--- config.mk ---
export PLATFORM = sky130hd
export DESIGN_NAME = uart_rx_fifo
export DESIGN_NICKNAME = d
export VERILOG_FILES = /design/src/rtl/uart_pkg.sv /design/src/rtl/uart_rx_fifo.sv
export SDC_FILE = /design/constraint.sdc
export NUM_CORES = 1
export LEC_CHECK = 0
export CORE_MARGIN = 2
export CORE_UTILIZATION = 44
export CTS_CLUSTER_SIZE = 20
export DETAILED_ROUTE_END_ITERATION = 8
export DONT_BUFFER_PORTS = 1
export PLACE_DENSITY = 0.55
export SLEW_MARGIN = 40
export SYNTH_ARGS = -nofsm -noshare
export SYNTH_HDL_FRONTEND = slang
export SYNTH_SLANG_ARGS = --single-unit
export TNS_END_PERCENT = 50
--- constraint.sdc ---
create_clock -name clk_i -period 6.5 [get_ports clk_i]
set_input_delay 0.975 -clock clk_i [delete_from_list [all_inputs] [get_ports clk_i]]
set_output_delay 0.975 -clock clk_i [all_outputs]
set_load 0.01 [all_outputs]
--- src/rtl/uart_pkg.sv ---
// rtl/uart_pkg.sv - shared UART settings used by uart_rx, uart_tx and uart_rx_fifo
package uart_pkg;
   localparam int UART_DATA_W = 8;
   localparam int CLK_HZ      = 100_000_000;
   localparam int BIT_RATE    = 9600;
endpackage

--- src/rtl/uart_rx_fifo.sv ---
// rtl/uart_rx_fifo.sv - receive-byte FIFO between uart_rx and the uart_tx path
// Optional saturating dropped-byte counter enabled by UART_RX_FIFO_OVR_CNT_EN.
module uart_rx_fifo
   import uart_pkg::*;
#(
   parameter int DATA_W    = UART_DATA_W,
   parameter int DEPTH     = 16,
   parameter int AFULL_LVL = 12
) (
   input  logic                       clk_i,
   input  logic                       nreset_i,
   input  logic                       wr_en_i,
   input  logic [DATA_W-1:0]          wr_data_i,
   output logic                       rd_valid_o,
   input  logic                       rd_ready_i,
   output logic [DATA_W-1:0]          rd_data_o,
   output logic [$clog2(DEPTH):0]     level_o,
   output logic                       afull_o,
   output logic                       overrun_o,
   output logic [7:0]                 ovr_cnt_o
);
   localparam int AW = $clog2(DEPTH);
   localparam int PW = AW + 1;

   logic [DATA_W-1:0] mem_q [DEPTH];
   logic [PW-1:0]     wr_ptr_q, wr_ptr_d;
   logic [PW-1:0]     rd_ptr_q, rd_ptr_d;
   logic [PW-1:0]     level_q, level_d;
   logic              overrun_q, overrun_d;
   logic              empty, full, rd_fire, wr_accept;

   // A read frees a slot in the same cycle, so a full FIFO still takes the write.
   always_comb begin
      empty     = (wr_ptr_q == rd_ptr_q);
      full      = ((wr_ptr_q - rd_ptr_q) == PW'(DEPTH));
      rd_fire   = !empty && rd_ready_i;
      wr_accept = wr_en_i && (!full || rd_fire);
      overrun_d = wr_en_i && full && !rd_fire;
      wr_ptr_d  = wr_ptr_q + (wr_accept ? PW'(1) : PW'(0));
      rd_ptr_d  = rd_ptr_q + (rd_fire ? PW'(1) : PW'(0));
      level_d   = wr_ptr_d - rd_ptr_d;
   end

   always_ff @(posedge clk_i) begin
      if (!nreset_i) begin
         wr_ptr_q  <= '0;
         rd_ptr_q  <= '0;
         level_q   <= '0;
         overrun_q <= 1'b0;
      end else begin
         wr_ptr_q  <= wr_ptr_d;
         rd_ptr_q  <= rd_ptr_d;
         level_q   <= level_d;
         overrun_q <= overrun_d;
      end
   end

   always_ff @(posedge clk_i) begin
      if (nreset_i && wr_accept) begin
         mem_q[wr_ptr_q[AW-1:0]] <= wr_data_i;
      end
   end

   // Storage is never cleared, so the head is masked to zero while empty.
   assign rd_valid_o = !empty;
   assign rd_data_o  = empty ? '0 : mem_q[rd_ptr_q[AW-1:0]];
   assign level_o    = level_q;
   assign afull_o    = (level_q >= PW'(AFULL_LVL));
   assign overrun_o  = overrun_q;

`ifdef UART_RX_FIFO_OVR_CNT_EN
   logic [7:0] ovr_cnt_q, ovr_cnt_d;

   always_comb begin
      ovr_cnt_d = ovr_cnt_q;
      if (overrun_d && (ovr_cnt_q != 8'hFF)) begin
         ovr_cnt_d = ovr_cnt_q + 8'd1;
      end
   end

   always_ff @(posedge clk_i) begin
      if (!nreset_i) begin
         ovr_cnt_q <= '0;
      end else begin
         ovr_cnt_q <= ovr_cnt_d;
      end
   end

   assign ovr_cnt_o = ovr_cnt_q;
`else
   assign ovr_cnt_o = '0;
`endif
endmodule
==> results.sh, run 1 <==
export IMPL_synth_seq_cells=144
export IMPL_wl_met1_um=4866
export IMPL_cp_max_fo=18
export IMPL_async_flop_share=0
export IMPL_syn_area_per_cell_um2=18.45
export IMPL_drv_slew=0
export IMPL_wl_met2_um=5630
export IMPL_synth_distinct_cells=36
export IMPL_clock_latency_ns=0.42
export IMPL_power_total_mw=2.496
export IMPL_timing_fmax_ghz=0.2271
export IMPL_drt_iter0_drc=290
export IMPL_ctsResizeCount=0
export IMPL_required_ns=6.82
export IMPL_rows=42
export IMPL_antenna_found_initial=0
export IMPL_cts_htree_levels=4
export IMPL_cp_slowest_cell="and4b_2"
export IMPL_cts_root_buffer="clkbuf_16"
export IMPL_cts_hold_buffers=0
export IMPL_dp_hpwl_um=7112
export IMPL_ant_nets=0
export IMPL_worst_path_buf_inv=1
export IMPL_die_width_um=120.4
export IMPL_synth_top_area_share=0.6450
export IMPL_viasPerCell=5.382
export IMPL_wl_met3_um=669
export IMPL_post_cts_buffers=0
export IMPL_finalSetupTns_ns=0
export IMPL_top_layer="met4"
export IMPL_rsz0062_at_grt="no"
export IMPL_worstSetupPathType="flip-flop to flip-flop"
export IMPL_yosys_warnings=0
export IMPL_dieArea_um2=14490
export IMPL_hp_class="flip-flop to flip-flop"
export IMPL_nets=362
export IMPL_placed_cells=494
export IMPL_drcViolationCount=0
export IMPL_drv_cap=0
export IMPL_vias=2831
export IMPL_clk_pin_slew_ns=0.06
export IMPL_die_h_um=120.4
export IMPL_fill_cells=1131
export IMPL_ir_drop_v=0.0001931
export IMPL_wirelength_um=11430
export IMPL_crit_chain="inv_2 -> ha_1 -> nand2_1 -> or3_1 -> a21oi_2 -> and4b_2 -> nor2b_1 -> ha_1 -> ha_1 -> fa_1 -> a21o_1 -> a21oi_1 -> xnor2_1 -> xnor2_1 -> and2_1"
export IMPL_power_density_nw_per_um2=370.7
export IMPL_core_area_um2=13240
export IMPL_cp_end_kind="flip-flop"
export IMPL_fin_crit_sh=0.6776
export IMPL_period_minus_slack_ns=4.404
export IMPL_clockBufferDepth=2
export IMPL_final_setup_viol_count=0
export IMPL_area_delta_synth_final_pct=13.02
export IMPL_insertedDiodeCount=0
export IMPL_ys_flop_type="edfxtp_1"
export IMPL_synth_top_cell_by_area="edfxtp_1"
export IMPL_status="complete, no violations"
export IMPL_p_leak_nw=2.246
export IMPL_skew_ns=0.007524
export IMPL_cpLargestDelayFamily="simple AND/OR/NAND/NOR gates"
export IMPL_start_util=0.4500
export IMPL_fin_cells=526
export IMPL_grt_overflow=0
export IMPL_final_hold_violation_count=0
export IMPL_tightest_slew_ns=0.6941
export IMPL_grt_first_pass_wirelength_um=17280
export IMPL_whs_ns=0.5978
export IMPL_clkSinkCount=144
export IMPL_tritoncts="built"
export IMPL_worstPathArrival_ns=4.72
export IMPL_cts_buffers=17
export IMPL_grt_max_degree=35
export IMPL_synth_seq_area_share=0.6987
export IMPL_ys_top_cells_by_area="edfxtp_1 (64%), mux4_2 (12%), dfxtp_1 (5.4%)"
export IMPL_syn_area_um2=5959
export IMPL_final_layout_size_suffix_gt1_frac=0.2429
export IMPL_synthCells=323
export IMPL_gp_congestion=0.8052
export IMPL_grt_use_total=0.1701
export IMPL_ios=36
export IMPL_portBuffers=0
export IMPL_slew_headroom=0.5373
export IMPL_synth_edf_count=128
export IMPL_path_common_cell="ha_1"
export IMPL_cp_slowest_stage_delay_ns=0.65
export IMPL_firstDrtPassIters=4
export IMPL_wire_per_inst_um=21.72
export IMPL_grt_pass1_vias=2943
export IMPL_start_kind="flip-flop"
## cell type report
cell class | count | area (um^2) | share of cell area
tap | 176 | 220.2 | 0.03270
timing repair buffer | 12 | 90.09 | 0.01338
clock buffer | 19 | 432.9 | 0.06428
sequential | 144 | 4165 | 0.6184
inverter | 7 | 26.28 | 0.003901
clock inverter | 13 | 53.80 | 0.007988
multi-input combinational | 155 | 1747 | 0.2593
## layout by cell type, fill, tap and decap left out
cell and n:
dfxtp_2 1, and2_1 11, inv_2 1, buf_4 12, or2_2 4, ha_1 12
nor3_1 2, o41ai_1 1, xor2_1 6, a21o_1 3, mux4_2 32, and3_1 1
a21oi_2 1, a21oi_1 4, nand2_1 5, nor3_4 6, or3_1 1, inv_1 6
clkbuf_1 2, nor2b_1 7, o21bai_1 1, edfxtp_1 128, nor4_2 8, clkinv_1 11
clkinvlp_4 1, o22ai_1 8, and4b_2 1, conb_1 8, xnor2_1 6, clkinv_2 1
nand3_1 7, nand2b_1 2, fa_1 1, clkbuf_16 17, dfxtp_1 15, nand3b_1 1
mux2i_1 16
## metal layers
metal / GRT usage / up-vias
met2: 0.2722 / 68
met1: 0.2123 / 1450
met4: 0.07849 / 0
met5: 0 / -
li1: - / 1295
met3: 0.05330 / 18
## per-stage QoR
step	util	worst slack, ns	cell area (um^2)
2_1_floorplan	-	2.517	5986
3_3_place_gp	0.4689	2.038	6210
3_5_place_dp	0.4709	2.094	6236
4_1_cts	0.5077	2.084	6723
5_1_grt	0.5086	1.796	6735
6_report	0.5086	2.096	6735
## registers in the layout, summed over array words and instances, names as in the netlist
register	count
rd_ptr_q	5
mem_q	128
overrun_o	1
wr_ptr_q	5
level_o	5
## Yosys cell counts (2+ instances only)
cell / instances
o22ai_1: 8
mux2i_1: 16
nor4_2: 2
a21o_1: 3
nand3_1: 7
nand2_1: 5
a21oi_1: 4
xnor2_1: 6
and2_1: 11
nor3_1: 8
ha_1: 12
or2_2: 4
nor2b_1: 7
buf_4: 8
mux4_2: 32
xor2_1: 6
nand2b_1: 2
nor4_1: 6
buf_6: 2
buf_2: 3
edfxtp_1: 128
inv_1: 6
clkbuf_1: 9
dfxtp_1: 16
## final timing paths
path,from,endpoint,slack (ns),depth (start not counted)
hold reg to reg,rd_ptr_q[4]$_SDFF_PN0_,rd_ptr_q[4]$_SDFF_PN0_,0.60,2
hold / removal,rd_ptr_q[4]$_SDFF_PN0_,rd_ptr_q[4]$_SDFF_PN0_,0.60,2
setup reg to reg,rd_ptr_q[2]$_SDFF_PN0_,level_o[4]$_SDFF_PN0_,2.10,15
setup / recovery,rd_ptr_q[2]$_SDFF_PN0_,level_o[4]$_SDFF_PN0_,2.10,15
## power breakdown
part	internal (mW)	leakage, nW	switching [mW]
Combinational	0.268	0.729	0.339
Clock	0.470	0.233	0.339
Sequential	1.05	1.28	0.0315
## worst min-delay path: cells and delay by family, from the launching register on
family	cells	cell delay (ns)
flip-flops	1	0.35
XOR/XNOR	1	0.11
AND/OR/NAND/NOR	1	0.10
## cells by family after synthesis
family | share of synthesized area
muxes | 0.1478
adders and majority gates | 0.02855
AOI/OAI and AO/OA | 0.01974
DFF | 0.6987
xor gates and xnor gates | 0.01764
other | 0.0006293
and+or+nand+nor | 0.05648
buffers and inverters | 0.03044
Note: power is estimated with default switching activity, not from simulation.
==> run 2: changes to the inputs <==
--- a/config.mk
+++ b/config.mk
@@ -10,7 +10,7 @@
 export CTS_CLUSTER_SIZE = 20
 export DETAILED_ROUTE_END_ITERATION = 8
 export DONT_BUFFER_PORTS = 1
-export PLACE_DENSITY = 0.55
+export PLACE_DENSITY = 0.57
 export SLEW_MARGIN = 40
 export SYNTH_ARGS = -nofsm -noshare
 export SYNTH_HDL_FRONTEND = slang
==> constraint.sdc (replaced) <==
create_clock -name clk_i -period 3.75 [get_ports clk_i]
set_input_delay 0.5625 -clock clk_i [delete_from_list [all_inputs] [get_ports clk_i]]
set_output_delay 0.5625 -clock clk_i [all_outputs]
set_load 0.01 [all_outputs]
==> run 2 against run 1 <==
Against the previous run:
- maximum frequency rose by 28%
- clock skew rose by 0.0024 ns
- critical path depth did not move
- count of clock-buffer cells in the layout fell by 2
- sequential power rose by 72%
- clock power rose by 110%
- hold slack got worse by 0.35 ns
- core utilization rose by 1.0 points
- total power rose by 86%
- critical endpoint unchanged
- highest routed layer unchanged
==> results.sh, run 2 (synthesized netlist as in run 1, its figures left out) <==
export IMPL_final_layout_size_suffix_gt1_frac=0.2778
export IMPL_layout_common_cells="edfxtp_1 (128), mux4_2 (32), buf_4 (22), clkbuf_16 (17), mux2i_1 (16)"
export IMPL_required_ns=4.06
export IMPL_path_common_cell="ha_1"
export IMPL_insertedDiodeCount=0
export IMPL_wire_per_inst_um=20.97
export IMPL_holdPathStages=0
export IMPL_tritoncts="built"
export IMPL_power_density_nw_per_um2=676.3
export IMPL_area_delta_synth_final_pct=15.35
export IMPL_firstDrtPassIters=4
export IMPL_wirelength_um=11240
export IMPL_finalSetupTns_ns=0
export IMPL_final_setup_viol_count=0
export IMPL_period_minus_slack_ns=3.453
export IMPL_clkPwrFrac=0.372
export IMPL_final_common_cell="edfxtp_1"
export IMPL_drv_cap=0
export IMPL_sw_frac_of_total=0.2651
export IMPL_ctsResizeCount=0
export IMPL_die_width_um=120.4
export IMPL_clockBufferDepth=2
export IMPL_cp_end_kind="flip-flop"
export IMPL_setup_ws_ns=0.2974
export IMPL_worst_path_buf_inv=1
export IMPL_ios=36
export IMPL_viasPerCell=5.405
export IMPL_crit_chain="inv_1 -> ha_1 -> nand2_1 -> or3_1 -> a21oi_2 -> and4b_1 -> nor2b_1 -> ha_1 -> ha_1 -> fa_1 -> a21o_1 -> a21oi_1 -> xnor2_1 -> xnor2_1 -> and2_1"
export IMPL_stdcell_area_um2=6874
export IMPL_cp_max_fo=3
export IMPL_core_area_um2=13240
export IMPL_rows=42
export IMPL_drv_slew=0
export IMPL_cts_buffers=17
export IMPL_vias=2897
export IMPL_start_kind="flip-flop"
export IMPL_cts_root_buffer="clkbuf_16"
export IMPL_nets=372
export IMPL_skew_ns=0.009950
export IMPL_grt_pass1_vias=3084
export IMPL_pwr_share_seq=0.400
export IMPL_cp_slowest_cell="fa_1"
export IMPL_ir_drop_v=0.0005070
export IMPL_dp_hpwl_um=6943
export IMPL_largest_register_ffs=128
export IMPL_p_comb_frac=0.228
export IMPL_cts_htree_levels=4
export IMPL_dpl_cell_area_um2=6255
export IMPL_worstSetupPathType="flip-flop to flip-flop"
export IMPL_dieArea_um2=14490
export IMPL_p_leak_nw=2.358
export IMPL_ant_nets=0
export IMPL_drt_iter0_drc=272
export IMPL_die_h_um=120.4
export IMPL_cp_slowest_stage_delay_ns=0.47
export IMPL_post_cts_buffers=0
export IMPL_p_switching_mw=1.232
export IMPL_place_ws_ns=0.2921
export IMPL_r2r_cells=15
export IMPL_cp_depth=15
export IMPL_start_util=0.4500
export IMPL_rsz0062_at_grt="no"
export IMPL_status="complete, no violations"
export IMPL_timing_fmax_ghz=0.2896
export IMPL_final_hold_violation_count=0
export IMPL_grt_max_degree=35
export IMPL_clk_pin_slew_ns=0.06
export IMPL_drcViolationCount=0
export IMPL_fin_crit_sh=0.9207
export IMPL_cpLargestDelayFamily="adder cells"
export IMPL_clock_latency_ns=0.41
export IMPL_gp_congestion=0.7750
export IMPL_cts_hold_buffers=0
export IMPL_tightest_slew_ns=0.6829
export IMPL_clkSinkCount=144
export IMPL_internal_power_mw=3.417
export IMPL_worstPathArrival_ns=3.76
export IMPL_antenna_found_initial=0
export IMPL_hp_class="primary input to flip-flop"
export IMPL_grt_first_pass_wirelength_um=17620
export IMPL_slew_headroom=0.5447
export IMPL_grt_use_total=0.1692
export IMPL_grt_overflow=0
export IMPL_whs_ns=0.2442
export IMPL_portBuffers=0
==> run 2: cell count changes in the layout (fill, tap and decap cells not counted), sizes merged <==
cell      before  now
buf           12   22
bufinv         0    4
clkinv        12    9
clkbuf        19   17
clkinvlp       1    2
==> run 2: worst paths after layout <==
path / endpoint / slack (ns) / from
setup / recovery: level_o[4]$_SDFF_PN0_ / 0.30 / rd_ptr_q[3]$_SDFF_PN0_
hold / removal: mem_q[5][6]$_DFFE_PP_ / 0.24 / wr_data_i[6]
setup reg to reg: level_o[4]$_SDFF_PN0_ / 0.30 / rd_ptr_q[3]$_SDFF_PN0_
hold reg to reg: wr_ptr_q[4]$_SDFF_PN0_ / 0.60 / wr_ptr_q[4]$_SDFF_PN0_
==> run 2: per-layer routing <==
layer / GRT usage / up-vias / part of all wire
met5: 0 / - / 0
met4: 0.06250 / 0 / 0.020
met3: 0.05896 / 15 / 0.076
met2: 0.2712 / 87 / 0.49
met1: 0.2139 / 1475 / 0.41
li1: - / 1320 / -
==> run 2: metrics by stage <==
step / cells / power, mW / utilization
6_report: 536 / 4.649 / 0.5191
3_3_place_gp: 504 / 2.969 / 0.4723
4_1_cts: 536 / 4.703 / 0.5191
3_5_place_dp: 504 / 2.975 / 0.4723
5_1_grt: 536 / 4.865 / 0.5191
2_1_floorplan: 330 / 2.780 / -
==> run 2: layout make-up <==
| cell class | count | area, um^2 |
|---|---|---|
| fillers | 1095 | 6369 |
| flip-flops and latches | 144 | 4165 |
| clock buffers | 17 | 425.4 |
| repair buffers | 22 | 165.2 |
| inverters | 7 | 26.28 |
| multi-input cells | 155 | 1678 |
| clock inverters | 15 | 193.9 |
| well taps | 176 | 220.2 |
==> run 2: power by group through the flow <==
| stage | Combinational, mW | Clock, mW | Sequential (mW) |
|---|---|---|---|
| 6_report | 1.06 | 1.73 | 1.86 |
| 5_1_grt | 1.18 | 1.82 | 1.86 |
| 4_1_cts | 1.09 | 1.76 | 1.86 |
| 3_5_place_dp | 1.08 | 0 | 1.89 |
| 3_3_place_gp | 1.08 | 0 | 1.89 |
| 2_1_floorplan | 0.896 | 0 | 1.88 |
